<file path="src/rtl/board_io_ctrl.sv">
// Board I/O and status controller: button synchroniser/debounce, SoC data latch, heartbeat,
// and seven-segment hex/status/lockup display. Define BOARD_IO_DEBOUNCE_EN to include the debounce filter.
module board_io_ctrl #(
    parameter int NUM_DIGITS      = 4,
    parameter int NUM_BUTTONS     = 2,
    parameter int DEBOUNCE_CYCLES = 1000,
    parameter int HB_MSB          = 25,
    parameter int VALID_HOLD      = 2**20
) (
    input  logic                    HCLK,
    input  logic                    HRESET,
    input  logic [NUM_BUTTONS-1:0]  KEY_n,
    output logic [NUM_BUTTONS-1:0]  Buttons,
    output logic [NUM_BUTTONS-1:0]  ButtonPress,
    input  logic [4*NUM_DIGITS-1:0] DataOut,
    input  logic                    DataValid,
    input  logic                    LOCKUP,
    input  logic                    DisplayMode,
    output logic [7*NUM_DIGITS-1:0] HEX,
    output logic                    heartbeat,
    output logic                    running
);
    localparam int VW = $clog2(VALID_HOLD + 1);

    localparam logic [6:0]        SEG_BLANK = 7'b1111111;
    localparam logic [6:0]        SEG_L     = 7'b1000111;
    localparam logic [6:0]        SEG_O     = 7'b0100011;
    localparam logic [6:0]        SEG_D     = 7'b0100001;
    localparam logic [6:0]        SEG_R     = 7'b0101111;
    localparam logic [HB_MSB:0]   HB_ONE    = 1;
    localparam logic [VW-1:0]     V_ONE     = 1;
    localparam logic [VW-1:0]     V_LOAD    = VW'(VALID_HOLD);

    if (NUM_DIGITS < 4 || NUM_DIGITS > 8 || NUM_BUTTONS < 1 || DEBOUNCE_CYCLES < 2 ||
        HB_MSB < 2 || VALID_HOLD < 1) begin : g_bad_params
        $error("board_io_ctrl: parameter out of range");
    end

    function automatic logic [6:0] hex_seg(input logic [3:0] nib);
        case (nib)
            4'h0: return 7'b1000000;
            4'h1: return 7'b1111001;
            4'h2: return 7'b0100100;
            4'h3: return 7'b0110000;
            4'h4: return 7'b0011001;
            4'h5: return 7'b0010010;
            4'h6: return 7'b0000010;
            4'h7: return 7'b1111000;
            4'h8: return 7'b0000000;
            4'h9: return 7'b0010000;
            4'hA: return 7'b0001000;
            4'hB: return 7'b0000011;
            4'hC: return 7'b1000110;
            4'hD: return 7'b0100001;
            4'hE: return 7'b0000110;
            default: return 7'b0001110;
        endcase
    endfunction

    logic [NUM_BUTTONS-1:0] key_meta_q, key_sync_q, sync;
    logic [NUM_BUTTONS-1:0] buttons, btn_prev_q, press_q;

    // NOTE: sequential state always uses non-blocking (<=) so every flop samples pre-edge values.
    always_ff @(posedge HCLK or posedge HRESET) begin
        if (HRESET) begin
            key_meta_q <= '1;
            key_sync_q <= '1;
        end else begin
            key_meta_q <= KEY_n;
            key_sync_q <= key_meta_q;
        end
    end

    assign sync = ~key_sync_q;

`ifdef BOARD_IO_DEBOUNCE_EN
    localparam int            CW      = $clog2(DEBOUNCE_CYCLES);
    localparam logic [CW-1:0] DB_LAST = CW'(DEBOUNCE_CYCLES - 1);
    localparam logic [CW-1:0] DB_ONE  = 1;

    logic [NUM_BUTTONS-1:0] stable_q, stable_d;
    logic [CW-1:0]          db_cnt_q [NUM_BUTTONS];
    logic [CW-1:0]          db_cnt_d [NUM_BUTTONS];

    // NOTE: every always_comb output gets a default first, so no path can infer a latch.
    always_comb begin
        stable_d = stable_q;
        for (int i = 0; i < NUM_BUTTONS; i++) begin
            db_cnt_d[i] = '0;
            if (sync[i] != stable_q[i]) begin
                if (db_cnt_q[i] == DB_LAST) begin
                    stable_d[i] = sync[i];
                end else begin
                    db_cnt_d[i] = db_cnt_q[i] + DB_ONE;
                end
            end
        end
    end

    // NOTE: the counter array is small and must restart from zero, so it is reset like any register.
    always_ff @(posedge HCLK or posedge HRESET) begin
        if (HRESET) begin
            stable_q <= '0;
            for (int i = 0; i < NUM_BUTTONS; i++) db_cnt_q[i] <= '0;
        end else begin
            stable_q <= stable_d;
            for (int i = 0; i < NUM_BUTTONS; i++) db_cnt_q[i] <= db_cnt_d[i];
        end
    end

    assign buttons = stable_q;
`else
    assign buttons = sync;
`endif

    always_ff @(posedge HCLK or posedge HRESET) begin
        if (HRESET) begin
            btn_prev_q <= '0;
            press_q    <= '0;
        end else begin
            btn_prev_q <= buttons;
            press_q    <= buttons & ~btn_prev_q;
        end
    end

    assign Buttons     = buttons;
    assign ButtonPress = press_q;

    logic                    running_q;
    logic [HB_MSB:0]         hb_cnt_q;
    logic                    heartbeat_q;
    logic [4*NUM_DIGITS-1:0] data_q;
    logic [VW-1:0]           vcnt_q;
    logic                    vflag;
    logic [7*NUM_DIGITS-1:0] hex_q, hex_d;

    assign vflag = (vcnt_q != '0);

    // Lockup takes priority over both display modes.
    always_comb begin
        hex_d = '1;
        if (LOCKUP) begin
            for (int i = 0; i < NUM_DIGITS; i++) hex_d[7*i +: 7] = heartbeat_q ? SEG_L : SEG_BLANK;
        end else if (DisplayMode) begin
            hex_d[6:0]   = heartbeat_q ? SEG_O : SEG_BLANK;
            hex_d[13:7]  = vflag       ? SEG_D : SEG_BLANK;
            hex_d[20:14] = running_q   ? SEG_R : SEG_BLANK;
        end else begin
            for (int i = 0; i < NUM_DIGITS; i++) hex_d[7*i +: 7] = hex_seg(data_q[4*i +: 4]);
        end
    end

    always_ff @(posedge HCLK or posedge HRESET) begin
        if (HRESET) begin
            running_q   <= 1'b0;
            hb_cnt_q    <= '0;
            heartbeat_q <= 1'b0;
            data_q      <= '0;
            vcnt_q      <= '0;
            hex_q       <= '1;
        end else begin
            running_q   <= 1'b1;
            hb_cnt_q    <= hb_cnt_q + HB_ONE;
            heartbeat_q <= hb_cnt_q[HB_MSB] & hb_cnt_q[HB_MSB-2];
            hex_q       <= hex_d;
            if (DataValid) begin
                data_q <= DataOut;
                vcnt_q <= V_LOAD;
            end else if (vflag) begin
                vcnt_q <= vcnt_q - V_ONE;
            end
        end
    end

    assign HEX       = hex_q;
    assign heartbeat = heartbeat_q;
    assign running   = running_q;

endmodule

</file>
<file path="config.mk">
export PLATFORM = sky130hd
export DESIGN_NAME = board_io_ctrl
export DESIGN_NICKNAME = d
export VERILOG_FILES = /design/src/rtl/board_io_ctrl.sv
export SDC_FILE = /design/constraint.sdc
export NUM_CORES = 1
export LEC_CHECK = 0
export ABC_AREA = 1
export CORE_UTILIZATION = 57
export DETAILED_ROUTE_END_ITERATION = 7
export GPL_TIMING_DRIVEN = 0
export HOLD_SLACK_MARGIN = 0.02
export MAX_ROUTING_LAYER = met4
export PLACE_DENSITY = 0.9
export SYNTH_ARGS = -nofsm -noshare
export SYNTH_HDL_FRONTEND = slang
export SYNTH_SLANG_ARGS = --single-unit
</file>
<file path="constraint.sdc">
create_clock -name HCLK -period 4 [get_ports HCLK]
set_clock_uncertainty 0.1 [all_clocks]
set_input_delay 0.8 -clock HCLK [delete_from_list [all_inputs] [get_ports HCLK]]
set_output_delay 0.8 -clock HCLK [all_outputs]
set_load 0.01 [all_outputs]
</file>
==> results.md <==
- The clock share of power is 0.264.
- The power per standard cell area is slightly above 400 nW/um^2.
- For this run, the total global-route usage over all layers was measured as 0.269.
- The clock reaches the later pin of the worst-skew pair after ~0.37 ns.
- The net switching power figure is ~870 uW.
- Yosys mapped a number of flops with a built-in enable equal to 0.
- The top cell types in the final layout, fill and taps aside, are nand2_1, dfrtp_1, nor2_1.
- For this run the aggregate overflow at the end of global routing stands at 0.
- The Yosys warning count is 0.
- Synthesis instantiated 42 different standard cells from the library.
- After synthesis, the mean cell area works out to approximately 8.5 um^2.
- The post-route clock period utilization is 0.585.
- The number of antenna diodes in the final layout is 0.
- In the final layout, the multi-input gates occupy ~2500 um^2.
- The peak supply drop is 0.224 mV.
- For this block, the via count after detailed routing is 4602.
- For the pin with the worst max-slew slack, the measured transition is 0.593 ns.
- The number of fill cells is 678.
- The total half-perimeter wirelength after legalization and detailed placement is 8.57 mm.
- The static leakage is approximately 3 nW.
- TritonCTS built the clock tree.
- The post-CTS clock slew at the launch and capture registers of the worst setup and hold paths is 0.10 ns.
- From synthesis to final layout, the design area changed by 17.1%.
- The H-tree level count is 3.
- The routability congestion estimate from global placement is 0.927.
- The region available for standard cell placement spans approximately 9000 um^2.
- The number of clock buffers added by TritonCTS is 9.
- The first routing iteration left 290 violations.
- The number of nets in the final layout is 752.
- The sequential share of power is 0.462.
- In the final routed layout, each cell accounts on average for 14.7 um.
- The number of hold buffers added after CTS was 0.
- The number of standard cells in the final layout excluding fillers is a little over 800.
- The final critical-path required period is about 2.3 ns.
- Timing would allow up to 427 MHz.
- At the placement stage, the worst setup path has a slack of approximately 1.4 ns.
- The number of top-level pins is between 50 and 60.
- The utilization after layout is 0.689.
- Clock tree synthesis found a total of 101 sinks.
- The run finished with clean final reports.
- The number of setup buffers added after CTS is 0.
- The final number of hold-violating endpoints is 0.
- Once routing completed, OpenROAD measured the worst setup slack at 1.66 ns.
- The sequential-to-total area share from yosys stat is 0.475.
- The max-capacitance violation count is 0.
- Across the whole layout, storage elements account for about 2600 um^2.
- The overall routed net length is about 12 mm.
- After routing the design area is 6330 um^2.
- The most used flip-flop cell after synthesis is dfrtp_1.
- STA puts the critical path data required time at 3.10 ns.
- After synthesis the netlist holds a flip-flop and latch count of 101.
- The classification of the worst-slack hold path is reg2reg.
- Entering global routing, the biggest net connects roughly 80 pins.
- For this configuration, the core starts out at a cell density of 0.588.
- The final setup violation count is 0.
- Using the TritonRoute via totals, the vias-per-cell ratio works out to between 5 and 6.
- The port buffer count is 55.
- Data on the critical path arrives at its endpoint at between 1 and 1.5 ns.
- Among cell families on the critical path, the largest total delay comes from flip-flops.
- The worst setup path is of the reg2out kind.
- The critical path buffer and inverter count is 1.
- The die span in x is 99.4 um.
- The critical-path maximum fanout is 1.
- The cell with the largest stage delay on the worst path is dfstp_2.
- The vertical extent of the die is between 90 and 100 um.
- The share of post-route cells with drive strength above 1 is 0.140.
- The commonest non-fill, non-tap cell in the layout is nand2_1.
- Of the total power, combinational logic draws 0.274.
- The clock root buffer master is clkbuf_8.
- Traced cell by cell, the critical path runs through clkdlybuf4s50_1.
- The biggest cell delay along the critical path is 0.54 ns.
- The number of pins with negative max-slew slack in the final report is 0.
- The share of synthesized registers carrying an async set or reset is 1.00.
- The worst setup path is captured at an output port.
- The number of antenna violations at the first check in global routing is 0.
- The worst slew margin relative to its limit is 0.603.
- The switching fraction of total power is 0.335.
- The placed instance area is 6130 um^2.
- The placed instance count is 802.
- The first global-routing pass estimated 20.4 mm of wire.
- Once the clock tree was built, the resizer swapped 0 gates to a different size.
- The DRC violation count after routing is 0.
- The worst setup path is launched from a register.
- The length of the first detailed-routing pass in iterations is 5.
- The die area is 9880 um^2.
- The via count of the first global-routing pass is ~4600.
- After floorplanning, the core was divided into 35 placement rows.
- Summing every instance area after synthesis gives 5410 um^2.
- Synthesis produced a netlist whose cell count is 635.
- Internal power comes to 1.73 mW.
- The longest clock path from root to sink contains 2 buffers.
- The synthesized netlist net count is 685.
- Setup repair after global routing left no endpoint under its margin.
- The count of nets left with antenna violations once routing finished came out at 0.
-- flip-flops by register name (all words and copies together), names as in the netlist --
name / cells
vcnt_q: 21
key_sync_q: 2
key_meta_q: 2
btn_prev_q: 2
ButtonPress: 2
running: 1
data_q: 16
heartbeat: 1
HEX: 28
hb_cnt_q: 26
-- cell type report --
cell class	count	share of cell area
timing repair buffer	56	0.0913
buffer	15	0.0144
clock buffer	13	0.0253
multi-input combinational	456	0.397
clock inverter	3	0.00692
inverter	63	0.0377
tap	111	0.0219
sequential	101	0.405
-- power by group through the flow --
stage	Combinational (mW)	Sequential [mW]	Clock (mW)
2_1_floorplan	0.504	1.21	0
3_3_place_gp	0.670	1.21	0
3_5_place_dp	0.701	1.21	0
4_1_cts	0.706	1.20	0.690
5_1_grt	0.791	1.21	0.738
6_report	0.712	1.20	0.685
-- worst register-to-register path, stage by stage (launching register included) --
cell,delay (ns)
dfrtp_1,0.40
inv_1,0.20
ha_1,0.19
clkbuf_2,0.19
nand2_1,0.09
nor2_1,0.35
nand4_1,0.15
nand3_1,0.11
nand2_1,0.05
-- layer usage --
layer | vias up | track usage | share of wire
met4 | 0 | 0.123 | 0.031
met1 | 2176 | 0.329 | 0.42
met2 | 191 | 0.443 | 0.49
met3 | 38 | 0.0422 | 0.057
met5 | - | - | 0
li1 | 2197 | - | -
-- synthesized netlist by cell type (4+ instances only) --
library cell	n	area [um^2]
a21o_1	6	45.0
a21oi_1	11	55.1
a31oi_1	7	43.8
buf_2	4	20.0
clkbuf_1	6	22.5
dfrtp_1	69	1730
dfstp_2	32	841
ha_1	27	338
inv_1	60	225
nand2_1	146	548
nand2_2	5	31.3
nand3_1	51	255
nand3b_1	6	45.0
nand4_1	16	100
nor2_1	65	244
nor2_2	20	125
nor2_4	4	45.0
nor3_1	5	25.0
o211ai_1	6	45.0
o21ai_0	40	200
or2_2	5	31.3
xnor2_1	9	78.8
xor2_1	10	87.6
-- through the flow --
| step | setup TNS, ns | hold WS, ns | total power, mW |
|---|---|---|---|
| after global routing | 0 | 0.269 | 2.74 |
| after detailed placement | 0 | 0.247 | 1.91 |
| final | 0 | 0.260 | 2.60 |
| after global placement | -51.32 | 0.246 | 1.88 |
| after CTS | 0 | 0.261 | 2.59 |
| after floorplan | 0 | 0.245 | 1.71 |
-- logic make-up after synthesis --
logic type / count (synthesis) / share of synthesized area
simple gates: 329 / 0.284
xor+xnor: 19 / 0.0308
compound gates: 80 / 0.0870
fa+ha+maj: 27 / 0.0625
flops: 101 / 0.475
buf+inv: 78 / 0.0606
other cells: 1 / 0.000693
-- worst paths after layout --
kind | start | end | slack (ns) | cells after the start
min in group asynchronous | HRESET | vcnt_q[15] | 0.63 | 2
max in group asynchronous | HRESET | HEX[2] | 2.47 | 3
worst min register to register | key_meta_q[1] | key_sync_q[1] | 0.26 | 0
worst min-delay path | key_meta_q[1] | key_sync_q[1] | 0.26 | 0
worst max-delay path | HEX[18] | HEX[18] | 1.66 | 1
worst max register to register | vcnt_q[0] | vcnt_q[20] | 2.06 | 8
Power figures use the tool's default switching activity.
